--- src/rtl/dfa_enum_pkg.sv ---
// dfa_enum_pkg: shared types and limits for the DFA word enumerator.
// Holds the FSM state enum, the MAX_LEN ceiling and the mismatch counter width.
package dfa_enum_pkg;

  typedef enum logic [2:0] {
    IDLE  = 3'd0,
    RST   = 3'd1,
    SHIFT = 3'd2,
    CHECK = 3'd3,
    DONE  = 3'd4
  } enum_state_t;

  localparam int MAX_LEN_LIMIT = 16;
  localparam int MM_CNT_W      = 32;

endpackage

--- src/rtl/word_counter.sv ---
// word_counter: shortlex (len, word) generator for the DFA word enumerator.
// Ports: clk, reset_n, clear, next -> len, word, last (current word is final one).
module word_counter
  import dfa_enum_pkg::*;
#(
  parameter int MAX_LEN = 8,
  parameter int LEN_W   = $clog2(MAX_LEN + 1)
) (
  input  logic               clk,
  input  logic               reset_n,
  input  logic               clear,
  input  logic               next,
  output logic [LEN_W-1:0]   len,
  output logic [MAX_LEN:0]   word,
  output logic               last
);

  localparam int WW = MAX_LEN + 1;

  logic [WW-1:0] mask;
  logic          full;

  // mask = 2^len - 1; one extra word bit keeps this exact at len=MAX_LEN
  assign mask = ~({WW{1'b1}} << len);
  assign full = (word == mask);
  assign last = full && (len == LEN_W'(MAX_LEN));

  always_ff @(posedge clk or negedge reset_n) begin
    if (!reset_n) begin
      len  <= '0;
      word <= '0;
    end else if (clear) begin
      len  <= '0;
      word <= '0;
    end else if (next) begin
      if (!full) begin
        word <= word + WW'(1);
      end else if (!last) begin
        len  <= len + LEN_W'(1);
        word <= '0;
      end
    end
  end

endmodule

--- src/rtl/dfa_word_enumerator.sv ---
// dfa_word_enumerator: drives every binary word of length 0..MAX_LEN, shortlex,
// into two automata (reset pulse, bits LSB first, sample strobe) and captures
// the first word on which the comparator reports a mismatch.
// Ports: clk, reset_n, start, mismatch -> dut_reset, dut_in, sample, busy,
// done, found, cex_word, cex_len; mismatch_cnt when
// DFA_ENUM_MISMATCH_COUNT_EN is defined (otherwise first mismatch ends run).
module dfa_word_enumerator
  import dfa_enum_pkg::*;
#(
  parameter int MAX_LEN = 8,
  parameter int LEN_W   = $clog2(MAX_LEN + 1)
) (
  input  logic                clk,
  input  logic                reset_n,
  input  logic                start,
  input  logic                mismatch,
  output logic                dut_reset,
  output logic                dut_in,
  output logic                sample,
  output logic                busy,
  output logic                done,
  output logic                found,
  output logic [MAX_LEN-1:0]  cex_word,
  output logic [LEN_W-1:0]    cex_len
`ifdef DFA_ENUM_MISMATCH_COUNT_EN
  ,
  output logic [MM_CNT_W-1:0] mismatch_cnt
`endif
);

  enum_state_t      state_q, state_d;
  logic [LEN_W-1:0] idx_q, idx_d;
  logic [LEN_W-1:0] len;
  logic [MAX_LEN:0] word;
  logic             last;
  logic             cnt_next;
  logic             cnt_clear;
  logic             hit;

  word_counter #(
    .MAX_LEN (MAX_LEN),
    .LEN_W   (LEN_W)
  ) u_cnt (
    .clk     (clk),
    .reset_n (reset_n),
    .clear   (cnt_clear),
    .next    (cnt_next),
    .len     (len),
    .word    (word),
    .last    (last)
  );

  always_comb begin
    state_d   = state_q;
    idx_d     = idx_q;
    cnt_next  = 1'b0;
    cnt_clear = 1'b0;
    hit       = 1'b0;
    unique case (state_q)
      IDLE, DONE: begin
        if (start) begin
          cnt_clear = 1'b1;
          state_d   = RST;
        end
      end
      RST: begin
        idx_d = '0;
        if (len == '0) state_d = CHECK;
        else           state_d = SHIFT;
      end
      SHIFT: begin
        idx_d = idx_q + LEN_W'(1);
        if (idx_q == len - LEN_W'(1))
          state_d = CHECK;
      end
      CHECK: begin
        hit = mismatch && !found;
`ifdef DFA_ENUM_MISMATCH_COUNT_EN
        cnt_next = 1'b1;
        state_d  = last ? DONE : RST;
`else
        if (mismatch) begin
          state_d = DONE;
        end else begin
          cnt_next = 1'b1;
          state_d  = last ? DONE : RST;
        end
`endif
      end
      default: state_d = IDLE;
    endcase
  end

  // Outputs are registered from next-state values so each strobe lines
  // up with the cycle its state occupies.
  always_ff @(posedge clk or negedge reset_n) begin
    if (!reset_n) begin
      state_q   <= IDLE;
      idx_q     <= '0;
      dut_reset <= 1'b0;
      dut_in    <= 1'b0;
      sample    <= 1'b0;
      busy      <= 1'b0;
      done      <= 1'b0;
    end else begin
      state_q   <= state_d;
      idx_q     <= idx_d;
      dut_reset <= (state_d == RST);
      dut_in    <= (state_d == SHIFT) ? word[idx_d] : 1'b0;
      sample    <= (state_d == CHECK);
      busy      <= (state_d == RST) || (state_d == SHIFT) ||
                   (state_d == CHECK);
      done      <= (state_d == DONE);
    end
  end

  always_ff @(posedge clk or negedge reset_n) begin
    if (!reset_n) begin
      found    <= 1'b0;
      cex_word <= '0;
      cex_len  <= '0;
    end else if (cnt_clear) begin
      found    <= 1'b0;
      cex_word <= '0;
      cex_len  <= '0;
    end else if (hit) begin
      found    <= 1'b1;
      cex_word <= word[MAX_LEN-1:0];
      cex_len  <= len;
    end
  end

`ifdef DFA_ENUM_MISMATCH_COUNT_EN
  always_ff @(posedge clk or negedge reset_n) begin
    if (!reset_n) begin
      mismatch_cnt <= '0;
    end else if (cnt_clear) begin
      mismatch_cnt <= '0;
    end else if ((state_q == CHECK) && mismatch &&
                 (mismatch_cnt != '1)) begin
      mismatch_cnt <= mismatch_cnt + MM_CNT_W'(1);
    end
  end
`endif

endmodule

--- config.mk ---
export PLATFORM = sky130hd
export DESIGN_NAME = dfa_word_enumerator
export DESIGN_NICKNAME = d
export VERILOG_FILES = /design/src/rtl/dfa_enum_pkg.sv /design/src/rtl/word_counter.sv /design/src/rtl/dfa_word_enumerator.sv
export SDC_FILE = /design/constraint.sdc
export NUM_CORES = 1
export LEC_CHECK = 0
export CORE_MARGIN = 3
export CORE_UTILIZATION = 55
export CTS_CLUSTER_DIAMETER = 100
export DETAILED_ROUTE_END_ITERATION = 10
export HOLD_SLACK_MARGIN = 0.1
export PLACE_DENSITY = 0.77
export RECOVER_POWER = 25
export SYNTH_ARGS = -nofsm -noshare
export SYNTH_HDL_FRONTEND = slang
export SYNTH_SLANG_ARGS = --single-unit
export TNS_END_PERCENT = 20
--- constraint.sdc ---
create_clock -name clk -period 3 [get_ports clk]
set_input_delay 0.6 -clock clk [delete_from_list [all_inputs] [get_ports clk]]
set_output_delay 0.6 -clock clk [all_outputs]
set_load 0.1 [all_outputs]
==> results.yml <==
outcome:
  status: "complete, but fails checks"
  violations: "max-capacitance violations, max-slew violations"
sta:
  fin_worst_skew_ns: 0.00670
  rsz0062_at_grt: "false"
  slew_headroom_pct: -33.1
  finalSetupViolCount: 0
  finalCritPeriodShare_pct: 92.6
  fmax_mhz: 360
  final.setup.tns_ns: 0
  worst_slew_pin_slew_ns: 2.00
  slew_violations: 39
  setup_slack_ns: 0.223
  hold_viol_final: 0
  finalCriticalPeriod_ns: 2.78
clock_tree:
  clk_pin_slew_ns: 0.08
  post_cts_buffers: 0
  cts_tree: "yes"
  clockBufferDepth: 2
  clk_latency_ns: 0.29
  htree_levels: 2
  cts_num_sinks: 38
  clock-root-buffer: "clkbuf_8"
  cts_made_buffers: 5
power:
  irDropWorstVdd_uv: 357
  p_per_area_mw_per_mm2: 934
  p_leak_nw: 1.20
yosys:
  synth_top_area_share_pct: 41.2
  synth_nets: 269
  async_flop_share_pct: 100
  yosys_warnings: 0
  post_synth.cell_area_avg_um2: 8.92
  synth_seq_cells: 38
  yosysTopAreaCell: "dfrtp_1"
  netlist_top_cells_area: "dfrtp_1 (41%), nand2_1 (6.8%), o21ai_0 (3.9%)"
  ys.flop_type: "dfrtp_1"
  syn_area_mm2: 0.00231
  synth_edf_count: 0
  synthCells: 259
  seq_area_frac_synth_pct: 41.2
  ys_types: 55
setup_path:
  start_kind: "register"
  worstSetupPathType: "register to register"
  arrival_ns: 3.00
  cp_max_fo: 9
  worstPathRequired_ns: 3.22
  end_kind: "register"
layout:
  nFillCells: 308
  nets: 289
  syn_to_final_growth_pct: 11.4
  drive_above_1_share_pct: 17.9
  utilization_pct: 66.8
  antenna_cells: 0
floorplan:
  chipHeight_um: 70.8
  die_area_mm2: 0.00501
  rows: 22
  io_pins: 22
  die_w_um: 70.8
  initial_core_util_pct: 59.9
  core_mm2: 0.00385
drt:
  dr.first_iter.drc_count: 219
  wl_per_cell_um: 15.9
  dr.pass1.iters: 6
  vias_per_cell: 6.03
  drc: 0
  ant_nets: 0
  vias: 1978
  wirelength_um: 5210
global_routing:
  grt_pass1_vias: 1734
  antenna_found_initial: 0
  overflow: 0
  grt_max_degree: 39
  track_usage_pct: 21.7
  grt_first_pass_wirelength_um: 8620
placed_design:
  dpl_worst_slack_ns: 0.106
  io_buffers: 21
  dp_hpwl_um: 3560
  place_congestion: 0.877
hold_path:
  worstHoldPathType: "register to register"
flow_run:
  drv_cap: 1
[critical path, stage by stage, from the launching register on]
cell and delay (ns):
dfrtp_2 0.48, inv_1 0.11, ha_1 0.24, nor2b_2 0.27
xnor2_1 0.15, o221ai_1 0.20, or4_4 0.61, or4_1 0.49
a21oi_1 0.16
[repair_timing]
action / 4_1_cts / 5_1_grt
gates resized for setup: 0 / 3
hold buffers: 0 / 0
endpoints found under the setup margin: 0 / 4
[cells in the mapped netlist, types with 3 or more instances]
cell and instances:
xnor2_1 4, clkbuf_1 9, nand3_1 12, nor2b_1 4
a221o_1 4, xor2_1 3, dfrtp_1 38, clkbuf_8 5
nor2_1 20, ha_1 6, nor4_1 4, nand2_1 42
or3_1 4, inv_1 12, a21oi_1 16, nor3b_1 4
o21ai_0 18
[cell type report]
cell class                 instances  area (µm²)  area share [%]
multi-input combinational        191        1190            46.1
clock buffer                       6        82.6            3.21
sequential                        38         952            37.0
tap                               48        60.1            2.33
clock inverter                     2        12.5           0.486
timing repair buffer              31         234            9.09
inverter                          12        45.0            1.75
[where the power goes]
part | switching (mW) | leakage, nW | internal [mW] | total (mW)
clock network | 0.186 | 0.0472 | 0.185 | 0.370
registers | 0.152 | 0.516 | 0.611 | 0.763
logic | 0.828 | 0.642 | 0.443 | 1.27
total | 1.17 | 1.20 | 1.24 | 2.40
[routing by layer]
layer / wire length, µm / track usage [%] / vias to the layer above
met5: 0 / 0 / -
met4: 48 / 7.31 / 0
met3: 331 / 3.13 / 5
met2: 2430 / 34.1 / 74
met1: 2400 / 30.7 / 949
li1: - / - / 950
[final timing paths]
path                                          start                        to  slack (ns)  depth (start not counted)
max                        u_cnt.len[0]$_DFFE_PN0P_  u_cnt.len[2]$_DFFE_PN0P_        0.22                          8
min                         cex_word[1]$_DFFE_PN0P_   cex_word[1]$_DFFE_PN0P_        0.53                          2
max reg2reg                u_cnt.len[0]$_DFFE_PN0P_  u_cnt.len[2]$_DFFE_PN0P_        0.22                          8
min reg2reg                 cex_word[1]$_DFFE_PN0P_   cex_word[1]$_DFFE_PN0P_        0.53                          2
max in group asynchronous                   reset_n  u_cnt.len[0]$_DFFE_PN0P_        0.85                          1
min in group asynchronous                   reset_n   cex_word[2]$_DFFE_PN0P_        0.86                          1
[cells by family after synthesis]
logic type / synth area share (%)
simple gates: 24.8
compound gates: 17.4
flops: 41.2
buf+inv: 7.91
xor+xnor: 3.63
fa+ha+maj: 3.25
mux: 1.84
[registers in the layout, indices dropped and copies added, names as in the netlist, 3 cells and up]
name        flops
cex_len         4
cex_word        8
idx_q           4
state_q         3
u_cnt.len       4
u_cnt.word      9
[layout by cell type, fill, tap and decap left out, types with 2 or more instances in the layout]
cell              n
o21a_1            2
nand2_1          42
a32oi_1           2
nand2b_1          2
a22o_1            2
or3_1             4
nand3b_1          2
buf_4            28
xor2_1            3
o21ai_0          18
nand4_1           2
dfrtp_1          37
and2_1            2
nor2_1           20
inv_1            12
mux2_2            2
nor4bb_1          2
a21o_1            2
nor3b_1           3
mux2i_1           2
a221o_1           4
clkdlybuf4s50_1   2
xnor2_1           4
and3_1            2
a21oi_1          16
nand3_1          12
ha_1              6
nor3_1            2
or2_2             2
clkbuf_8          6
nor4_1            4
nor2b_1           3
[stage by stage]
step / cell area [µm²] / power, mW / hold slack [ns] / instances
5_1_grt: 2570 / 2.55 / 0.547 / 328
3_5_place_dp: 2470 / 2.00 / 0.521 / 320
2_1_floorplan: 2310 / 1.69 / 0.304 / 259
4_1_cts: 2570 / 2.37 / 0.432 / 328
6_report: 2570 / 2.40 / 0.528 / 328
3_3_place_gp: 2470 / 1.97 / 0.517 / 320
No activity file was read; power rests on OpenSTA's default activity.
